==> src/rtl/uart_transmitter.sv <==
// uart_transmitter: queues bytes through a valid/ready handshake into a small
// FIFO and serialises each one as a 10-bit UART frame (start 0, 8 data, stop 1).
// The line advances only on rising edges of the shared baud tick, so frames
// can follow each other with no idle gap while the FIFO holds data.
module uart_transmitter #(
  parameter int DEPTH     = 4,     // FIFO entries, power of two, >= 2
  parameter bit LSB_FIRST = 1'b1   // 1: tx_data[1] first, 0: tx_data[8] first
) (
  input  logic       clk,
  input  logic       rst_n,
  input  logic       baud_rate_signal,
  input  logic [8:1] tx_data,
  input  logic       tx_valid,
  output logic       tx_ready,
  output logic       uart_tx,
  output logic       tx_busy,
  output logic       frame_done
);

  localparam int AW = $clog2(DEPTH);
  localparam int CW = $clog2(DEPTH + 1);

  typedef enum logic [1:0] {IDLE, START, DATA, STOP} state_t;

  state_t        state;
  logic          baud_q;
  logic          tick;
  logic [7:0]    mem [DEPTH];
  logic [AW-1:0] wr_ptr;
  logic [AW-1:0] rd_ptr;
  logic [CW-1:0] count;
  logic [CW-1:0] count_next;
  logic          push;
  logic          pop;
  logic          empty;
  logic [7:0]    shift;
  logic [7:0]    shift_adv;
  logic          line_bit;
  logic [3:0]    bitcnt;

  // Only the rising edge of the baud signal counts; a level held high is inert.
  assign tick  = baud_rate_signal & ~baud_q;
  assign empty = (count == '0);

  // tx_ready is registered, so a full FIFO refuses a push even on a pop cycle.
  assign push = tx_valid & tx_ready;

  // A byte leaves the FIFO exactly on the tick that loads it into the shifter.
  assign pop = tick & ~empty & ((state == IDLE) | (state == STOP));

  assign count_next = count + CW'(push) - CW'(pop);

  // Bit-order selection: take the bit at the outgoing end and shift toward it.
  assign line_bit  = LSB_FIRST ? shift[0] : shift[7];
  assign shift_adv = LSB_FIRST ? {1'b0, shift[7:1]} : {shift[6:0], 1'b0};

  // Register the baud input so its rising edge can be detected.
  always_ff @(posedge clk or negedge rst_n) begin
    if (!rst_n) begin
      baud_q <= 1'b0;
    end else begin
      baud_q <= baud_rate_signal;
    end
  end

  // FIFO storage; no reset so it can map onto plain memory.
  always_ff @(posedge clk) begin
    if (push) begin
      mem[wr_ptr] <= tx_data;
    end
  end

  // FIFO pointers, occupancy and the registered not-full flag.
  always_ff @(posedge clk or negedge rst_n) begin
    if (!rst_n) begin
      wr_ptr   <= '0;
      rd_ptr   <= '0;
      count    <= '0;
      tx_ready <= 1'b0;
    end else begin
      if (push) begin
        wr_ptr <= wr_ptr + 1'b1;
      end
      if (pop) begin
        rd_ptr <= rd_ptr + 1'b1;
      end
      count    <= count_next;
      tx_ready <= (count_next != CW'(DEPTH));
    end
  end

  // Frame sequencer with registered line, busy and frame-done outputs.
  always_ff @(posedge clk or negedge rst_n) begin
    if (!rst_n) begin
      state      <= IDLE;
      uart_tx    <= 1'b1;
      tx_busy    <= 1'b0;
      frame_done <= 1'b0;
      shift      <= '0;
      bitcnt     <= '0;
    end else begin
      frame_done <= 1'b0;
      if (tick) begin
        case (state)
          IDLE: begin
            if (!empty) begin
              shift   <= mem[rd_ptr];
              uart_tx <= 1'b0;
              tx_busy <= 1'b1;
              state   <= START;
            end else begin
              uart_tx <= 1'b1;
            end
          end
          START: begin
            uart_tx <= line_bit;
            shift   <= shift_adv;
            bitcnt  <= 4'd1;
            state   <= DATA;
          end
          DATA: begin
            if (bitcnt < 4'd8) begin
              uart_tx <= line_bit;
              shift   <= shift_adv;
              bitcnt  <= bitcnt + 4'd1;
            end else begin
              uart_tx <= 1'b1;
              state   <= STOP;
            end
          end
          STOP: begin
            frame_done <= 1'b1;
            if (!empty) begin
              // Back-to-back: the next start bit replaces the idle level.
              shift   <= mem[rd_ptr];
              uart_tx <= 1'b0;
              state   <= START;
            end else begin
              uart_tx <= 1'b1;
              tx_busy <= 1'b0;
              state   <= IDLE;
            end
          end
        endcase
      end
    end
  end

endmodule
==> config.mk <==
export PLATFORM = sky130hd
export DESIGN_NAME = uart_transmitter
export DESIGN_NICKNAME = d
export VERILOG_FILES = /design/src/rtl/uart_transmitter.sv
export SDC_FILE = /design/constraint.sdc
export NUM_CORES = 1
export LEC_CHECK = 0
export CORE_AREA = 2 2 108 110
export DETAILED_ROUTE_END_ITERATION = 8
export DIE_AREA = 0 0 110 112
export PLACE_DENSITY = 0.41
export SLEW_MARGIN = 20
export SYNTH_ARGS = -nofsm -noshare
export SYNTH_HDL_FRONTEND = slang
export SYNTH_SLANG_ARGS = --single-unit
==> constraint.sdc <==
create_clock -name clk -period 2.85 [get_ports clk]
set_clock_uncertainty 0.15 [all_clocks]
set_input_delay 0.285 -clock clk [delete_from_list [all_inputs] [get_ports clk]]
set_output_delay 0.285 -clock clk [all_outputs]
set_load 0.03 [all_outputs]
; ---- Yosys cells after proc, flatten, opt, wreduce, memory -nomap -nowiden
; Memory sizes are Yosys's and may differ from the RTL's.
; Cells that the tools add are included.
[totals]
register_bits = 26
ram_bits = 32
in_bits = 12
elab_cells = 62
mem_count = 1
[memory_table]
columns = memory, depth, word_bits, rd, rd_ports_with_merged_regs, write_ports, line_no
row1 = mem, 4, 8, 1, 0, 1, 28  ; logic [7:0] mem [DEPTH];
[op_classes]
add_sub_neg = 5
order_cmp = 1
eq_ne = 9
muxes = 19
n_bitwise = 7
n_reduce_logical = 9
[ops]
columns = op, n
row1 = 8-bit case mux with 3 select lines, 1
row2 = 8-bit 2-to-1 mux, 2
row3 = "2-bit != test, second input constant", 5
row4 = 1-bit 2-to-1 mux, 9
row5 = 3-bit AND reduction, 3
row6 = 2-bit case mux with 4 select lines, 1
row7 = 4-bit case mux with 2 select lines, 1
row8 = "2-bit by 1-bit adder with 2-bit output, second input constant", 2
row9 = "4-bit by 1-bit adder with 4-bit output, second input constant", 1
row10 = 1-bit AND, 4
row11 = "2-bit == test, second input constant", 2
row12 = "4-bit less-than comparator, second input constant", 1
row13 = 2-bit 2-to-1 mux, 2
row14 = 4-bit 2-to-1 mux, 1
row15 = 4-bit AND reduction, 1
row16 = 2-bit nonzero test, 2
row17 = 3-bit by 1-bit adder with 3-bit output, 1
row18 = 3-bit zero test, 1
row19 = "3-bit != test, second input constant", 1
row20 = 1-bit case mux with 3 select lines, 1
row21 = 3-bit by 1-bit subtractor with 3-bit output, 1
row22 = "2-bit by 1-bit == test with 1-bit output, second input constant", 1
row23 = 2-bit zero test, 1
row24 = 1-bit NOT, 2
row25 = 3 further kinds, 3

; ---- Depth between registers and ports, before layout
[depth]
word_depth = 6
ltp_mapped = 11
ltp_nobuf = 10

; ---- Least setup slack after synthesis
; No wires, ideal clock.
[synth_timing]
path_type = reg2reg
start = reg state[0]
end = reg tx_ready
arrival_time_ps = 2379
setup_slack_ps = 196
path_stages_with_launch = 12
n_path_buf = 1
period_less_slack_ps = 2654
cell_sequence = dfrtp_1 inv_1 ha_1 clkbuf_1 nor3_1 ha_1 inv_1 ha_1 fa_1 xnor2_1 xnor2_1 nand2_1
[synth_between]
elab_chain_len = 5
elab_cells_between_ends = 6
classes_between = add/sub (1) / eq/ne (2) / bitwise (2) / reduce/logical (1)
[synth_lines]
columns = element, line_no
row1 = from (decl), 25  ; state_t state;
row2 = from (signal assigned), 95  ; state <= IDLE;
row3 = from (signal assigned), 110  ; state <= START;
row4 = from (signal assigned), 119  ; state <= DATA;
row5 = 2-bit == test / 2-bit zero test (equally long branches), 49  ; assign pop = tick & ~empty & ((state == IDLE) | (state == STOP));
row6 = 1-bit bitwise OR *, 49
row7 = 1-bit AND *, 49
row8 = net pop, 34  ; logic pop;
row9 = 3-bit by 1-bit subtractor with 3-bit output *, 51  ; assign count_next = count + CW'(push) - CW'(pop);
row10 = net count_next[2], 32  ; logic [CW-1:0] count_next;
row11 = 3-bit != test *, 88  ; tx_ready <= (count_next != CW'(DEPTH));
row12 = to (signal assigned), 88
row13 = to (decl), 14  ; output logic tx_ready,
; Mark *: on every way through the listed nets, which the timed path passes. The rest lies on a longest branch.
; A chain may end at the register's enable or synchronous reset.

; ---- Final worst setup path
[layout_timing]
start = reg state[1]
end = reg tx_ready
; The elaborated chain is that of the path after synthesis.

==> results.yml <==
outcome:
  status: "complete, no violations"
worst_setup_path:
  crit_slowest_cell: "dfrtp_1"
  r2r-end: "tx_ready"
  end_kind: "flip-flop"
  rr_startpoint: "state[1]"
  cpPeakStageDelay_ps: 420
  path_cells: "inv_1, ha_1, nor3_1, ha_1, inv_1, ha_1, fa_1, xnor2_1, xnor2_1, nand2_1"
  crit_fanout: 5
  crit_required_ps: 2910
  rrSetupSlack_ps: 270
  arrival_ps: 2630
  worstRegToRegCells: 10
  path_class: "reg2reg"
  start_kind: "flip-flop"
  path_common_cell: "ha_1"
pwr:
  power_mw: 3.86
  p_per_area_nw_per_um2: 1120
  leakage_nw: 1.27
  vdd_drop_max_uv: 374
sta:
  slew_viol_final: 0
  max_slew.worst_pin.slew_ps: 560
  fin_crit_ps: 2580
  setup_viol: 0
  hold_viol: 0
  fin_crit_sh_pct: 90.5
  fmax_mhz: 388
  relSlewSlack_pct: 62.7
  finalSetupTns_ps: 0
  rsz0062_at_grt: "no"
synth:
  synth-edff-count: 32
  yosysUniqueCellTypes: 47
  synth_area_um2: 2750
  ys.flop_type: "edfxtp_1"
  syn-num-nets: 217
  ys_seq_area_share_pct: 58.8
  synthArstFlopShare_pct: 44.8
  synth_area_per_cell_um2: 14.3
  ys_warn_count: 0
  syn_inst: 192
  ys_ff_latch: 58
layout:
  diodes: 0
  layout.nets: 239
  layout_common_cells: "edfxtp_1, dfrtp_1, clkdlybuf4s50_1, ha_1, buf_4"
  syn_to_final_growth_pct: 25.2
  post-route-util_pct: 30.7
  finalNonFillerCells: 362
  fillers: 1104
  final_common_cell: "edfxtp_1"
  drive_gt1_share_pct: 17.8
global_route:
  grt_pass1_vias: 1773
  grt_max_degree: 27
  grt_use_total_pct: 10.5
  antenna_found_initial: 0
  grt_pass1_wl_mm: 9.48
  overflow: 0
placement:
  place_congestion: 0.733
  dp_hpwl_mm: 3.68
  placedCellCount: 346
  port_buffers: 15
clock_tree:
  cts_hold_buf: 0
  cts_buffers: 9
  max-clock-path-buffers: 2
  path_clk_slew_ps: 60
  cts_root_buf: "clkbuf_16"
  clkSinkCount: 58
  clk-insertion-delay-late_ps: 330
  cts_tree: "done"
  cts_htree_levels: 3
  postCtsResizedCells: 0
  cts_setup_buffers: 0
detailed_routing:
  routed_wl_mm: 5.71
  wl_met3_um: 217
  routedWlPerCell_um: 15.8
  ant_nets: 0
  wl_met1_mm: 2.83
  vias: 1660
  via_per_inst: 4.59
  firstDrtPassIters: 4
  drcViolationCount: 0
  drt-initial-drc-count: 49
  dr.max_layer_used: "met4"
  wl_met2_mm: 2.53
flow_run:
  max_cap_viol_count: 0
worst_hold_path:
  hold_class: "in2async"
floorplanning:
  die_w_um: 110
  dieArea_um2: 12300
  dieHeight_um: 112
  num_rows: 39
  coreArea_um2: 11200
  ioPinCount: 16
  start_util_pct: 24.6
[where the power goes]
| group | total (mW) | switching, mW | internal, mW |
|---|---|---|---|
| registers | 1.36 | 0.203 | 1.15 |
| logic | 1.23 | 0.632 | 0.600 |
| clock network | 1.27 | 0.408 | 0.862 |
[stage by stage]
stage | hold slack [ps] | worst slack (ps) | instance area [um^2]
after detailed placement | 349 | 172 | 3090
after global routing | 229 | 53.9 | 3440
after CTS | 198 | 242 | 3440
final | 186 | 271 | 3440
after global placement | 353 | 203 | 3090
after floorplan | -161 | 196 | 2750
[Yosys cell counts (all sizes together), types with 3 or more instances]
library cell / instances / share of area [%]
nand2: 6 / 0.82
nand2b: 6 / 1.4
nor2b: 3 / 0.68
nand4b: 6 / 1.9
inv: 9 / 1.2
and3: 4 / 0.91
or4: 7 / 1.9
xnor2: 3 / 0.96
ha: 12 / 5.5
mux4: 8 / 7.0
o31ai: 4 / 1.1
clkbuf: 11 / 1.5
o41a: 6 / 2.5
a22o: 3 / 0.96
o21ai: 3 / 0.55
nor2: 4 / 0.55
o221a: 6 / 2.5
dfrtp: 25 / 23
a31oi: 4 / 0.91
buf: 3 / 0.77
edfxtp: 32 / 35
[layout make-up]
type | instances | area (um^2) | share of cell area (%)
Clock buffer | 9 | 225 | 6.55
Clock inverter | 7 | 125 | 3.64
Inverter | 9 | 33.8 | 0.983
Multi-Input combinational cell | 111 | 1030 | 30.1
Sequential cell | 58 | 1610 | 46.9
Tap cell | 143 | 179 | 5.21
Timing Repair Buffer | 25 | 225 | 6.55
[worst max-delay path by stage]
stage / start / to / slack (ps) / depth (start not counted)
floorplan: state[0] / tx_ready / 200 / 11
finish: state[1] / tx_ready / 270 / 10
detailed placement: baud_rate_signal / tx_ready / 170 / 10
global placement: baud_rate_signal / tx_ready / 200 / 10
CTS: state[1] / tx_ready / 240 / 10
global route: state[1] / tx_ready / 50 / 10
[metal layers]
| metal | up-vias | global-route usage, % |
|---|---|---|
| li1 | 801 | - |
| met1 | 821 | 14.0 |
| met2 | 29 | 15.3 |
| met3 | 9 | 3.69 |
| met4 | 0 | 4.47 |
| met5 | - | 0 |
[state kept, by name (all words and copies together) (netlist names)]
register    count
count           3
bitcnt          4
state           2
rd_ptr          2
uart_tx         1
baud_q          1
mem            32
tx_busy         1
frame_done      1
wr_ptr          2
tx_ready        1
shift           8
[worst max-delay path: cells and delay by family (launching register included)]
| kind | cells | cell delay (ps) |
|---|---|---|
| xor+xnor | 2 | 330 |
| fa+ha+maj | 4 | 1020 |
| buf+inv | 2 | 140 |
| flops | 1 | 420 |
| simple gates | 2 | 400 |
[cell families after synthesis]
| group | share of synthesized area [%] |
|---|---|
| flip-flops | 58.8 |
| AND/OR/NAND/NOR | 10.8 |
| AO/OA/AOI/OAI | 11.0 |
| buffers and inverters | 3.56 |
| adder cells (fa/ha/maj) | 6.20 |
| multiplexers | 8.16 |
| XOR/XNOR | 1.60 |
(Power assumes the default switching activity.)
